[src/rtl/data_cache_pkg.sv]
// rtl/data_cache_pkg.sv - shared geometry defaults and FSM state encoding for data_cache
// Optional statistics counters are enabled by defining DCACHE_STAT_EN.
package data_cache_pkg;

  localparam int DEF_WORD_SEL_WIDTH = 2;
  localparam int DEF_INDEX_WIDTH    = 4;

  typedef enum logic [1:0] {
    ST_IDLE   = 2'd0,
    ST_WB     = 2'd1,
    ST_REFILL = 2'd2
  } state_e;

endpackage

[src/rtl/data_cache_array.sv]
// rtl/data_cache_array.sv - tag/valid/dirty/data storage with async read and sync write
// All ports address the same line; the core holds cpu_addr stable for the whole miss.
module data_cache_array import data_cache_pkg::*; #(
  parameter int WORD_SEL_WIDTH = DEF_WORD_SEL_WIDTH,
  parameter int INDEX_WIDTH    = DEF_INDEX_WIDTH,
  parameter int TAG_WIDTH      = 32 - 2 - WORD_SEL_WIDTH - INDEX_WIDTH
) (
  input  logic                                   clk,
  input  logic                                   rst,
  input  logic [INDEX_WIDTH-1:0]                 index_i,
  output logic                                   valid_o,
  output logic                                   dirty_o,
  output logic [TAG_WIDTH-1:0]                   tag_o,
  output logic [(1<<WORD_SEL_WIDTH)-1:0][31:0]   line_o,
  input  logic                                   word_we_i,
  input  logic [WORD_SEL_WIDTH-1:0]              word_sel_i,
  input  logic [31:0]                            word_data_i,
  input  logic                                   set_dirty_i,
  input  logic                                   fill_done_i,
  input  logic [TAG_WIDTH-1:0]                   fill_tag_i
);

  localparam int LINE_WORDS = 1 << WORD_SEL_WIDTH;
  localparam int NUM_LINES  = 1 << INDEX_WIDTH;

  logic [NUM_LINES-1:0]              valid_q;
  logic [NUM_LINES-1:0]              dirty_q;
  logic [TAG_WIDTH-1:0]              tag_q  [NUM_LINES];
  logic [LINE_WORDS-1:0][31:0]       data_q [NUM_LINES];

  assign valid_o = valid_q[index_i];
  assign dirty_o = dirty_q[index_i];
  assign tag_o   = tag_q[index_i];
  assign line_o  = data_q[index_i];

  always_ff @(posedge clk) begin
    if (rst) begin
      valid_q <= '0;
      dirty_q <= '0;
    end else begin
      if (set_dirty_i) begin
        dirty_q[index_i] <= 1'b1;
      end
      if (fill_done_i) begin
        valid_q[index_i] <= 1'b1;
        dirty_q[index_i] <= 1'b0;
      end
    end
  end

  // Payload storage needs no reset: valid gates every use of it.
  always_ff @(posedge clk) begin
    if (!rst && word_we_i) begin
      data_q[index_i][word_sel_i] <= word_data_i;
    end
    if (!rst && fill_done_i) begin
      tag_q[index_i] <= fill_tag_i;
    end
  end

endmodule

[src/rtl/data_cache.sv]
// rtl/data_cache.sv - direct-mapped write-back write-allocate data cache (miss FSM and memory port)
// Define DCACHE_STAT_EN to add the stat_hits/stat_misses counters.
module data_cache import data_cache_pkg::*; #(
  parameter int WORD_SEL_WIDTH = DEF_WORD_SEL_WIDTH,
  parameter int INDEX_WIDTH    = DEF_INDEX_WIDTH
) (
  input  logic        clk,
  input  logic        rst,
  input  logic        cpu_ren,
  input  logic        cpu_wen,
  input  logic [31:0] cpu_addr,
  input  logic [31:0] cpu_din,
  output logic [31:0] cpu_dout,
  output logic        cpu_stall,
  output logic        mem_ren,
  output logic        mem_wen,
  output logic [31:0] mem_addr,
  output logic [31:0] mem_dout,
  input  logic [31:0] mem_din,
  input  logic        mem_ack
`ifdef DCACHE_STAT_EN
  ,
  output logic [31:0] stat_hits,
  output logic [31:0] stat_misses
`endif
);

  localparam int TAG_WIDTH  = 32 - 2 - WORD_SEL_WIDTH - INDEX_WIDTH;
  localparam int LINE_WORDS = 1 << WORD_SEL_WIDTH;

  logic [TAG_WIDTH-1:0]      req_tag;
  logic [INDEX_WIDTH-1:0]    req_index;
  logic [WORD_SEL_WIDTH-1:0] req_word;
  logic                      unused_addr_bits;

  assign req_tag          = cpu_addr[31 -: TAG_WIDTH];
  assign req_index        = cpu_addr[WORD_SEL_WIDTH+2 +: INDEX_WIDTH];
  assign req_word         = cpu_addr[2 +: WORD_SEL_WIDTH];
  assign unused_addr_bits = ^cpu_addr[1:0];

  logic                        arr_valid, arr_dirty;
  logic [TAG_WIDTH-1:0]        arr_tag;
  logic [LINE_WORDS-1:0][31:0] arr_line;
  logic                        word_we, set_dirty, fill_done;
  logic [WORD_SEL_WIDTH-1:0]   word_sel;
  logic [31:0]                 word_data;

  data_cache_array #(
    .WORD_SEL_WIDTH (WORD_SEL_WIDTH),
    .INDEX_WIDTH    (INDEX_WIDTH),
    .TAG_WIDTH      (TAG_WIDTH)
  ) u_array (
    .clk         (clk),
    .rst         (rst),
    .index_i     (req_index),
    .valid_o     (arr_valid),
    .dirty_o     (arr_dirty),
    .tag_o       (arr_tag),
    .line_o      (arr_line),
    .word_we_i   (word_we),
    .word_sel_i  (word_sel),
    .word_data_i (word_data),
    .set_dirty_i (set_dirty),
    .fill_done_i (fill_done),
    .fill_tag_i  (req_tag)
  );

  state_e                    state_q, state_d;
  logic [WORD_SEL_WIDTH-1:0] cnt_q, cnt_d;
  logic                      mem_ren_q, mem_ren_d, mem_wen_q, mem_wen_d;
  logic [31:0]               mem_addr_q, mem_addr_d, mem_dout_q, mem_dout_d;
  logic                      hit, req, stall, last_word;

  assign hit       = arr_valid && (arr_tag == req_tag);
  assign req       = cpu_ren || cpu_wen;
  assign last_word = &cnt_q;

  always_comb begin
    state_d   = state_q;
    cnt_d     = cnt_q;
    stall     = 1'b0;
    word_we   = 1'b0;
    word_sel  = req_word;
    word_data = cpu_din;
    set_dirty = 1'b0;
    fill_done = 1'b0;
    case (state_q)
      ST_IDLE: begin
        if (req && !hit) begin
          stall   = 1'b1;
          cnt_d   = '0;
          state_d = arr_dirty ? ST_WB : ST_REFILL;
        end else if (cpu_wen && hit) begin
          word_we   = 1'b1;
          set_dirty = 1'b1;
        end
      end
      ST_WB: begin
        stall = 1'b1;
        if (mem_ack) begin
          cnt_d = cnt_q + 1'b1;
          if (last_word) state_d = ST_REFILL;
        end
      end
      ST_REFILL: begin
        stall = 1'b1;
        if (mem_ack) begin
          word_we   = 1'b1;
          word_sel  = cnt_q;
          word_data = mem_din;
          cnt_d     = cnt_q + 1'b1;
          if (last_word) begin
            fill_done = 1'b1;
            state_d   = ST_IDLE;
          end
        end
      end
      default: state_d = ST_IDLE;
    endcase
  end

  // Memory requests are registered from the next state so each ack retires exactly one word.
  always_comb begin
    mem_ren_d  = (state_d == ST_REFILL);
    mem_wen_d  = (state_d == ST_WB);
    mem_addr_d = '0;
    mem_dout_d = '0;
    if (state_d == ST_REFILL) begin
      mem_addr_d = {req_tag, req_index, cnt_d, 2'b00};
    end else if (state_d == ST_WB) begin
      mem_addr_d = {arr_tag, req_index, cnt_d, 2'b00};
      mem_dout_d = arr_line[cnt_d];
    end
  end

  always_ff @(posedge clk) begin
    if (rst) begin
      state_q    <= ST_IDLE;
      cnt_q      <= '0;
      mem_ren_q  <= 1'b0;
      mem_wen_q  <= 1'b0;
      mem_addr_q <= '0;
      mem_dout_q <= '0;
    end else begin
      state_q    <= state_d;
      cnt_q      <= cnt_d;
      mem_ren_q  <= mem_ren_d;
      mem_wen_q  <= mem_wen_d;
      mem_addr_q <= mem_addr_d;
      mem_dout_q <= mem_dout_d;
    end
  end

  assign cpu_stall = stall && !rst;
  assign cpu_dout  = (!rst && state_q == ST_IDLE && hit) ? arr_line[req_word] : '0;
  assign mem_ren   = mem_ren_q;
  assign mem_wen   = mem_wen_q;
  assign mem_addr  = mem_addr_q;
  assign mem_dout  = mem_dout_q;

`ifdef DCACHE_STAT_EN
  logic        post_refill_q;
  logic [31:0] stat_hits_q, stat_misses_q;

  // The hit that completes a refilled request belongs to that miss, not to the hit count.
  always_ff @(posedge clk) begin
    if (rst) begin
      post_refill_q <= 1'b0;
      stat_hits_q   <= '0;
      stat_misses_q <= '0;
    end else begin
      post_refill_q <= (state_q == ST_REFILL) && (state_d == ST_IDLE);
      if (state_q == ST_IDLE && req && hit && !post_refill_q) begin
        stat_hits_q <= stat_hits_q + 32'd1;
      end
      if (state_q == ST_IDLE && state_d != ST_IDLE) begin
        stat_misses_q <= stat_misses_q + 32'd1;
      end
    end
  end

  assign stat_hits   = stat_hits_q;
  assign stat_misses = stat_misses_q;
`endif

endmodule

[config.mk]
export PLATFORM = sky130hd
export DESIGN_NAME = data_cache
export DESIGN_NICKNAME = d
export VERILOG_FILES = /design/src/rtl/data_cache_pkg.sv /design/src/rtl/data_cache_array.sv /design/src/rtl/data_cache.sv
export SDC_FILE = /design/constraint.sdc
export NUM_CORES = 2
export LEC_CHECK = 0
export ABC_AREA = 1
export BUFFER_PORTS_ARGS = -buffer_cell sky130_fd_sc_hd__clkbuf_2
export CAP_MARGIN = 20
export CORE_MARGIN = 3
export CORE_UTILIZATION = 60
export DETAILED_ROUTE_END_ITERATION = 8
export GPL_TIMING_DRIVEN = 0
export PLACE_DENSITY_LB_ADDON = 0.12
export SLEW_MARGIN = 5
export SYNTH_ARGS = -nofsm -noshare
export SYNTH_HDL_FRONTEND = slang
export SYNTH_SLANG_ARGS = --single-unit
[constraint.sdc]
create_clock -name clk -period 9.9 [get_ports clk]
set_input_delay 0.495 -clock clk [delete_from_list [all_inputs] [get_ports clk]]
set_output_delay 0.495 -clock clk [all_outputs]
set_load 0.02 [all_outputs]
==> impl_metrics.toml <==
[run_status]
status = "complete, no violations"

[floorplan]
initial_core_util_pct = 60.8
core_area_um2 = 159000
ios = 200
die_h_um = 408
row_count = 146
die_area_um2 = 166000
die_w_um = 408

[clock_network]
clockRootBuffer = "clkbuf_16"
ctsResizeCount = 0
clockBufferDepth = 3
htreeDepth = 4
cts_tree = "built"
insertion_delay_ps = 890
clk_pin_slew_ps = 60
cts_buffers = 238
cts_sinks = 2532

[setup_path]
r2r_slack_ps = 5270
reg2reg_to = "u_array.data_q[7][96]$_DFFE_PP_"
rr_startpoint = "state_q[0]$_SDFF_PP0_"
crit_path_start_kind = "input pin"
crit_end = "cpu_dout[26]"
cp_max_fo = 10
crit_arrival_ps = 7300
worst-setup-path-type = "input pin to primary output"
r2r_cells = 8
critPathRequiredTime_ps = 9410
crit_start = "cpu_addr[6]"
endpoint_kind = "primary output"

[timing]
setup_viol = 0
maxSlewHeadroom_pct = 10.4
rsz0062_at_grt = "false"
tightest_slew_ps = 1330
post-route-period-util_pct = 78.7
fin_crit_ps = 7790
fin_tns_setup_ps = 0
maxSlewViolCount = 0
fin_skew_ps = 60.9
hold_viol_final = 0
timing.fmax_ghz = 0.128

[yosys]
ys.flop_type = "edfxtp_1"
syn_area_per_cell_um2 = 14.5
synth_largest_area_cell = "edfxtp_1"
synth_common_cells = "edfxtp_1 (2432), nand2_1 (1234), a22oi_1 (1028)"
synth_compound_area_share_pct = 11.5
synth_edf_count = 2432
synth_cells = 6669
synthSimpleGateAreaFrac_pct = 8.20
synthMuxAreaShare_pct = 0.372
seq_area_frac_synth_pct = 77.4
synth_xor_area_share_pct = 0.00903
ys_types = 47
synthAdderAreaFrac_pct = 0.0645
synth.yosys.warnings = 0
ys_ff_latch = 2532
synthTopCellsByArea = "edfxtp_1 (75%), a22oi_1 (8.0%), nand2_1 (4.8%)"
yosysTopAreaCellShare_pct = 75.3
syn_area_um2 = 96900
synth_top_family_by_area = "compound AO/OA/AOI/OAI gates"
yosysMostFrequentCell = "edfxtp_1"
synthArstFlopShare_pct = 0

[routing]
drt_first_iter_violations = 11500
viasPerCell = 6.76
vias = 64900
ant_nets = 0
wirelength_um = 328000
drc_errors = 0
drtPass1Iterations = 7
wire_per_inst_um = 34.2

[power]
p_leak_uw = 0.0376
ir_drop_v = 0.000219
p_per_area_nw_per_um2 = 201

[place]
globalplace.congestion = 1.05
dp_hpwl_um = 223000
portBuffers = 192
post-place-cells = 9143

[global_routing]
grt_max_degree = 65
grt_overflow = 0
grt_pass1_vias = 61300
grtUsageTotal_pct = 38.9
grt_antenna_before_repair = 22
grt_pass1_wl_um = 457000

[flow_run]
max_cap_viol_count = 0

[final_layout]
drive_gt1_share_pct = 13.3
fin_nets = 7348
syn_to_final_growth_pct = 15.2
instances_no_fill = 9594

[hold_path]
min_path_type = "input pin to register"
flip-flops by register name (all words and copies together) (netlist names), named ones only:
signal	count
u_array.data_q	2048
u_array.tag_q	384
mem_dout	32
mem_addr	30
u_array.valid_q	16
cnt_q	2
state_q	2
mem_ren	1
mem_wen	1
u_array.dirty_q	1
final cells by class:
class	instances	area, um^2
well taps	2146	2690
repair buffers	332	3560
flip-flops and latches	2532	75000
clock inverters	127	1140
fillers	10500	47800
inverters	151	572
plain buffers	430	1870
multi-input cells	3557	20300
diodes	4	10.0
clock buffers	315	6490
cells by family (layout without fill, tap and decap cells):
family          count (synthesis)  in the layout
xor+xnor                        1              1
flops                        2532           2532
compound gates               1680           1680
simple gates                 1837           1837
mux                            32             32
fa+ha+maj                       5              5
other cells                     1              6
buf+inv                       581           1355
worst max-delay path: stages:
cell,delay [ps]
dlygate4sd3_1,540
clkbuf_2,180
inv_2,90
nand2_1,420
inv_2,480
clkbuf_1,910
nand2_1,190
nand2_1,110
nor2_1,50
nand2_1,50
nand2_1,100
nor3_1,240
nand3_1,120
nor4b_1,880
nand4_1,830
clkbuf_1,470
a21oi_1,780
clkbuf_2,310
worst min-delay path by stage:
stage | slack [ps] | to | from | depth (start not counted)
finish | 110 | u_array.data_q[2][109]$_DFFE_PP_ | mem_din[13] | 2
CTS | 50 | u_array.data_q[2][109]$_DFFE_PP_ | mem_din[13] | 2
global placement | 440 | register | register | 2
floorplan | 430 | u_array.valid_q[0]$_SDFFE_PP0P_ | u_array.valid_q[0]$_SDFFE_PP0P_ | 2
detailed placement | 450 | u_array.valid_q[0]$_SDFFE_PP0P_ | u_array.valid_q[0]$_SDFFE_PP0P_ | 2
global route | 90 | u_array.data_q[2][109]$_DFFE_PP_ | mem_din[13] | 2
per-stage QoR:
step / total power (uW) / cell area (um^2) / utilization [%] / hold slack [ps] / setup slack [ps]
floorplan: 12800 / 97000 / - / 429 / 5550
global placement: 13600 / 101000 / 63.1 / 439 / 1700
detailed placement: 13700 / 104000 / 65.2 / 451 / 3130
CTS: 22400 / 112000 / 70.0 / 46.6 / 2550
global route: 23000 / 112000 / 70.0 / 86.0 / 2170
finish: 22500 / 112000 / 70.0 / 109 / 2110
power by group:
group / internal [uW] / switching [uW]
clock network: 4990 / 3950
registers: 11800 / 6.03
logic: 372 / 1310
total: 17200 / 5260
timing repair:
item | 4_1_cts | 5_1_grt
hold endpoints to repair | 2 | 0
endpoints found under the setup margin | 0 | 0
setup buffers | 0 | 0
hold buffers | 2 | 0
cell usage in the layout (no fill, tap or decap), drive strengths merged, types with 7 or more instances in the layout:
cell / count
bufinv: 15
nand3: 232
dfxtp: 100
nand3b: 19
o22ai: 7
o211ai: 23
a22oi: 1028
o21ai: 37
inv: 159
nor4: 109
nor3: 9
mux2: 32
nor2: 159
buf: 306
edfxtp: 2432
nand4: 43
nand2: 1242
clkinv: 99
a21oi: 569
clkbuf: 769
or4: 19
metal layers:
metal	up-vias	GRT usage, %	share of wire, %
met5	-	0	0.016
met4	8	18.3	5.7
met3	802	8.14	13
met2	5017	58.4	45
met1	32200	55.3	37
li1	26800	-	-
Power figures use the tool's default switching activity.
